`src/rtl/spi_slave_pkg.sv`:
```
// Shared types and constants for the SPI slave front end.
package spi_slave_pkg;

   localparam int DEF_ADDR_WIDH = 8;
   localparam int DEF_DATA_WIDH = 8;
   localparam int FRAME_W       = DEF_ADDR_WIDH + 2;

   typedef enum logic [2:0] {
      IDLE,
      CHK_CMD,
      WRITE,
      READ_ADD,
      READ_DATA
   } spi_state_t;

   // Frame bits 9:8 as seen by the RAM; only bit 9 matters for routing here.
   localparam logic [1:0] CMD_WR_ADDR = 2'b00;
   localparam logic [1:0] CMD_WR_DATA = 2'b01;
   localparam logic [1:0] CMD_RD_ADDR = 2'b10;
   localparam logic [1:0] CMD_RD_DATA = 2'b11;

endpackage

```
`src/rtl/spi_tx_shifter.sv`:
```
// Parallel-load, MSB-first serializer driving MISO; done marks the idle edge after the last bit.
module spi_tx_shifter #(
   parameter int WIDTH = 8
) (
   input  logic             clk,
   input  logic             rst_n,
   input  logic             load,
   input  logic             clear,
   input  logic [WIDTH-1:0] data,
   output logic             MISO,
   output logic             done
);

   localparam int CW = $clog2(WIDTH + 1);

   logic [WIDTH-1:0] shift;
   logic [CW-1:0]    cnt;
   logic             busy;

   // The load edge only captures the word; the first bit appears on the following edge.
   always_ff @(posedge clk or negedge rst_n) begin
      if (!rst_n) begin
         shift <= '0;
         cnt   <= '0;
         busy  <= 1'b0;
         MISO  <= 1'b0;
      end else if (clear) begin
         cnt   <= '0;
         busy  <= 1'b0;
         MISO  <= 1'b0;
      end else if (load) begin
         shift <= data;
         cnt   <= '0;
         busy  <= 1'b1;
      end else if (busy) begin
         if (cnt == CW'(WIDTH)) begin
            MISO <= 1'b0;
            busy <= 1'b0;
         end else begin
            MISO  <= shift[WIDTH-1];
            shift <= {shift[WIDTH-2:0], 1'b0};
            cnt   <= cnt + 1'b1;
         end
      end
   end

   assign done = busy && (cnt == CW'(WIDTH));

endmodule

```
`src/rtl/spi_slave_if.sv`:
```
// SPI mode-0 slave front end: MOSI frames to RAM din, RAM read word back out on MISO.
module spi_slave_if
   import spi_slave_pkg::*;
#(
   parameter int ADDR_WIDH = DEF_ADDR_WIDH,
   parameter int DATA_WIDH = DEF_DATA_WIDH
) (
   input  logic                   clk,
   input  logic                   rst_n,
   input  logic                   SS_n,
   input  logic                   MOSI,
   output logic                   MISO,
   output logic [ADDR_WIDH+1:0]   rx_data,
   output logic                   rx_valid,
   input  logic [DATA_WIDH-1:0]   tx_data,
   input  logic                   tx_valid
);

   localparam int FW    = ADDR_WIDH + 2;
   localparam int CNT_W = $clog2(FW);

   spi_state_t       state;
   logic [FW-2:0]    shift_reg;
   logic [CNT_W-1:0] bit_cnt;
   logic             frame_done;
   logic             tx_started;
   logic             rd_addr_rcvd;
   logic             tx_load;
   logic             tx_done;

   // One load per frame, and only once the read-data frame has been strobed out.
   assign tx_load = !SS_n && (state == READ_DATA) && frame_done && !tx_started && tx_valid;

   always_ff @(posedge clk or negedge rst_n) begin
      if (!rst_n) begin
         state        <= IDLE;
         shift_reg    <= '0;
         bit_cnt      <= '0;
         frame_done   <= 1'b0;
         tx_started   <= 1'b0;
         rd_addr_rcvd <= 1'b0;
         rx_data      <= '0;
         rx_valid     <= 1'b0;
      end else begin
         rx_valid <= 1'b0;
         if (SS_n) begin
            state      <= IDLE;
            bit_cnt    <= '0;
            frame_done <= 1'b0;
            tx_started <= 1'b0;
         end else begin
            case (state)
               IDLE: state <= CHK_CMD;
               CHK_CMD: begin
                  shift_reg <= {{(FW-2){1'b0}}, MOSI};
                  bit_cnt   <= CNT_W'(1);
                  if (!MOSI)             state <= WRITE;
                  else if (rd_addr_rcvd) state <= READ_DATA;
                  else                   state <= READ_ADD;
               end
               WRITE, READ_ADD, READ_DATA: begin
                  if (!frame_done) begin
                     shift_reg <= {shift_reg[FW-3:0], MOSI};
                     bit_cnt   <= bit_cnt + 1'b1;
                     if (bit_cnt == CNT_W'(FW - 1)) begin
                        rx_data    <= {shift_reg, MOSI};
                        rx_valid   <= 1'b1;
                        frame_done <= 1'b1;
                        if (state == READ_ADD) rd_addr_rcvd <= 1'b1;
                     end
                  end else if (state == READ_DATA) begin
                     if (tx_load) tx_started   <= 1'b1;
                     if (tx_done) rd_addr_rcvd <= 1'b0;
                  end
               end
               default: state <= IDLE;
            endcase
         end
      end
   end

   spi_tx_shifter #(
      .WIDTH (DATA_WIDH)
   ) u_tx_shifter (
      .clk   (clk),
      .rst_n (rst_n),
      .load  (tx_load),
      .clear (SS_n),
      .data  (tx_data),
      .MISO  (MISO),
      .done  (tx_done)
   );

endmodule

```
`config.mk`:
```
export PLATFORM = sky130hd
export DESIGN_NAME = spi_slave_if
export DESIGN_NICKNAME = d
export VERILOG_FILES = /design/src/rtl/spi_slave_pkg.sv /design/src/rtl/spi_tx_shifter.sv /design/src/rtl/spi_slave_if.sv
export SDC_FILE = /design/constraint.sdc
export NUM_CORES = 1
export LEC_CHECK = 0
export CAP_MARGIN = 20
export CELL_PAD_IN_SITES_DETAIL_PLACEMENT = 0
export CELL_PAD_IN_SITES_GLOBAL_PLACEMENT = 2
export CORE_ASPECT_RATIO = 0.5
export CORE_MARGIN = 1
export CORE_UTILIZATION = 35
export DETAILED_ROUTE_END_ITERATION = 10
export PLACE_DENSITY = 0.87
export SKIP_CTS_REPAIR_TIMING = 1
export SYNTH_ARGS = -nofsm -noshare
export SYNTH_HDL_FRONTEND = slang
export SYNTH_SLANG_ARGS = --single-unit
```
`constraint.sdc`:
```
create_clock -name clk -period 2.2 [get_ports clk]
set_input_delay 0.22 -clock clk [delete_from_list [all_inputs] [get_ports clk]]
set_output_delay 0.22 -clock clk [all_outputs]
set_load 0.02 [all_outputs]
```
==> flow_summary.rst <==
.. list-table::
   :header-rows: 1

   * - Metric
     - Value
   * - Status
     - finished, final reports clean
   * - Number of cells on the worst reg-to-reg path
     - 5
   * - Skew final
     - 0.00362 ns
   * - CTS H-tree lvls
     - 2
   * - Final cycle utilization of the critical path
     - 86.3%
   * - Synth Area per Inst
     - 11.4 µm²
   * - Vias in the first global route
     - 1383
   * - Global-route wire length before repair
     - 6.59 mm
   * - Number of design rule violations left after detail routing
     - 0
   * - Fraction of final layout cells with drive strength greater than 1
     - 14.9%
   * - Total die area
     - 6000 µm²
   * - Asr flop ratio synth
     - 100%
   * - Overall overflow remaining after global route
     - 0
   * - Maximum frequency from static timing analysis
     - 0.526 GHz
   * - Utilization of the core after routing
     - 48.6%
   * - Most frequent cells after synthesis
     - dfrtp_1 (44), nor2_1 (16), a21oi_1 (11), mux2_2 (11), inv_1 (10)
   * - Multi-input combinational cell area
     - 811 µm²
   * - Number of ports placed on the die boundary
     - 25
   * - Antenna violations before repair
     - 0
   * - Clock root buffer
     - clkbuf_16
   * - Actual transition at the worst max-transition pin
     - 0.562 ns
   * - Maximum count of clock buffers along a single path
     - 2
   * - Num rows
     - 18
   * - Count of flip-flops with a built-in enable after synthesis
     - 0
   * - Kind of capture point of the worst setup path
     - register
   * - Clock latency on the worst-skew pair
     - 0.28 ns
   * - Filler instances
     - 464
   * - Sum of negative setup slack
     - 0 ns
   * - Final-report max-slew violation count
     - 0
   * - Pwr dens
     - 747 nW/µm²
   * - Sum of routed wire length over all layers
     - 3.66 mm
   * - Core Area
     - 5180 µm²
   * - MaxCap Viol Count
     - 0
   * - Post-synthesis compound-gate area fraction
     - 13.2%
   * - Crit path from
     - state[1]
   * - Post-layout total power
     - 1880 µW
   * - Slew margin rel.
     - 62.4%
   * - Share of synthesized cell area in and, or, nand and nor gates
     - 12.6%
   * - Half-perimeter wire length after detailed placement
     - 2.66 mm
   * - Worst path required time
     - 2.37 ns
   * - Post-DRT Antenna Nets
     - 0
   * - Number of flip-flops under the largest register name
     - 10
   * - PortBufs
     - 24
   * - Worst reg2reg path endpoint
     - rx_data[3]
   * - Final weighted congestion in routability-driven placement
     - 0.761
   * - Final setup violation count
     - 0
   * - Syn. warnings
     - 0
   * - Count of TritonRoute iterations in the first routing pass
     - 4
   * - Instance count of the mapped netlist
     - 175
   * - Reg area
     - 1100 µm²
   * - Category of the critical setup timing path
     - register to register
   * - Final routed wire length divided by cell count
     - 13.2 µm
   * - Synthesized net count
     - 192
   * - Share of synthesized area spent on multiplexers
     - 10.3%
   * - Final nets
     - 224
   * - Critical Path AT
     - 2.07 ns
   * - Clock tree from TritonCTS
     - built
   * - Initial Util
     - 38.4%
   * - Post-synthesis sequential area ratio
     - 55.4%
   * - Number of diodes
     - 0
   * - Total leakage power
     - 0.00118 µW
   * - Clock-pin slew on the worst setup and hold paths
     - 0.06 ns
   * - Minimum period implied by the final worst setup slack
     - 1.90 ns
   * - Maximum number of pins on one net before global-route repair
     - 22
   * - Largest family of logic cells by synthesized area
     - compound AO/OA/AOI/OAI gates
   * - Clk sink count
     - 44
   * - R2r startpoint
     - state[1]
   * - Critical path capture point
     - rx_data[3]
   * - Cell area after technology mapping
     - 1990 µm²
   * - Largest fanout on the critical path
     - 11
   * - RSZ-0062 raised after global routing
     - no
   * - Global Route Usage Sum
     - 14.2%
   * - Critical path launch point type
     - register
   * - Clock buffers created by TritonCTS
     - 5
   * - Post-synthesis xor/xnor area fraction
     - 2.20%
   * - Ranking of synthesized cells by area
     - dfrtp_1 (55%), mux2_2 (6.2%), mux2i_1 (4.0%), a22o_1 (4.0%), nor2_1 (3.0%)
   * - Worst voltage drop across the vdd grid
     - 419 µV
   * - Die extent in y
     - 55.3 µm
   * - Drt via density
     - 4.93
   * - Die width
     - 109 µm
   * - Vias
     - 1371
   * - Endpoints failing hold
     - 0
   * - Adder-cell share of the synthesized area
     - 2.52%
   * - Area share of the largest cell type after synthesis
     - 55.4%
   * - Yosys top cell by area
     - dfrtp_1
   * - Starting DRC count in detailed routing
     - 37
   * - Synth Register Bits
     - 44
   * - Most instantiated flip-flop cell in the synthesis netlist
     - dfrtp_1
   * - Most frequent cell after synthesis
     - dfrtp_1
   * - Count of different cell masters after synthesis
     - 37
   * - Class of the tightest hold or removal check
     - input port to async pin
   * - Worst reg-to-reg setup slack
     - 0.30 ns
   * - Synth-to-Final Area Change
     - 26.7%
cells by family (layout without fill, tap and decap cells):
kind of cell,after synthesis,after routing
DFF,44,44
adders and majority gates,4,4
buffers and inverters,18,51
xor gates and xnor gates,5,5
AOI/OAI and AO/OA,37,37
muxes,19,19
and+or+nand+nor,48,48
cells in the final DEF (no fill, tap or decap), drive strengths merged, types with 2 or more instances in the layout:
master         count
nand2b             5
clkdlybuf4s50     23
nor3               6
xnor2              3
mux2i              8
dfrtp             44
o21bai             2
nand3b             3
a21oi             11
a31oi              2
ha                 4
nand2              7
clkbuf             6
nand3              3
nand4              2
nor2              17
a22o               9
or3                2
xor2               2
a211oi             3
o21ai              3
buf                9
inv               10
mux2              11
routing by layer:
layer,vias to the layer above,track usage (%),routed length [µm]
met4,0,4.05,37
met3,5,4.60,126
li1,682,-,-
met5,-,0,0
met1,666,19.8,1920
met2,18,21.2,1580
worst min-delay path by stage:
| stage | end | slack, ns | depth (start not counted) |
|---|---|---|---|
| finish | u_tx_shifter.shift[3] | 0.35 | 2 |
| floorplan | bit_cnt[0] | -0.08 | 0 |
| global route | u_tx_shifter.shift[4] | 0.36 | 2 |
| global placement | u_tx_shifter.shift[4] | 0.12 | 1 |
| detailed placement | u_tx_shifter.shift[4] | 0.12 | 1 |
| CTS | u_tx_shifter.shift[3] | -0.18 | 1 |
final cells by class:
cell class	count	area share, %
Sequential cell	44	43.7
Tap cell	70	3.48
Clock buffer	6	5.51
Multi-Input combinational cell	113	32.2
Inverter	10	1.49
Timing Repair Buffer	33	12.1
Clock inverter	2	1.54
critical path, stage by stage (launching register included):
cell and delay, ns:
dfrtp_1 0.48, or3b_1 0.40, a21o_1 0.22, nor3_4 0.11, buf_4 0.21, mux2_2 0.35
power by group:
| group | internal [µW] | leakage (µW) | switching, µW |
|---|---|---|---|
| clock network | 568 | 0.0000871 | 307 |
| logic | 66.9 | 0.000492 | 63.0 |
| registers | 844 | 0.000604 | 34.2 |
per-stage QoR:
step | cells | setup slack, ns | hold WS (ns) | cell area [µm²]
2_1_floorplan | 175 | 0.338 | -0.0756 | 1990
3_3_place_gp | 269 | 0.341 | 0.116 | 2330
3_5_place_dp | 269 | 0.311 | 0.123 | 2330
4_1_cts | 277 | 0.291 | -0.185 | 2510
5_1_grt | 278 | 0.190 | 0.364 | 2520
6_report | 278 | 0.301 | 0.347 | 2520
Note: power is estimated with default switching activity, not from simulation.
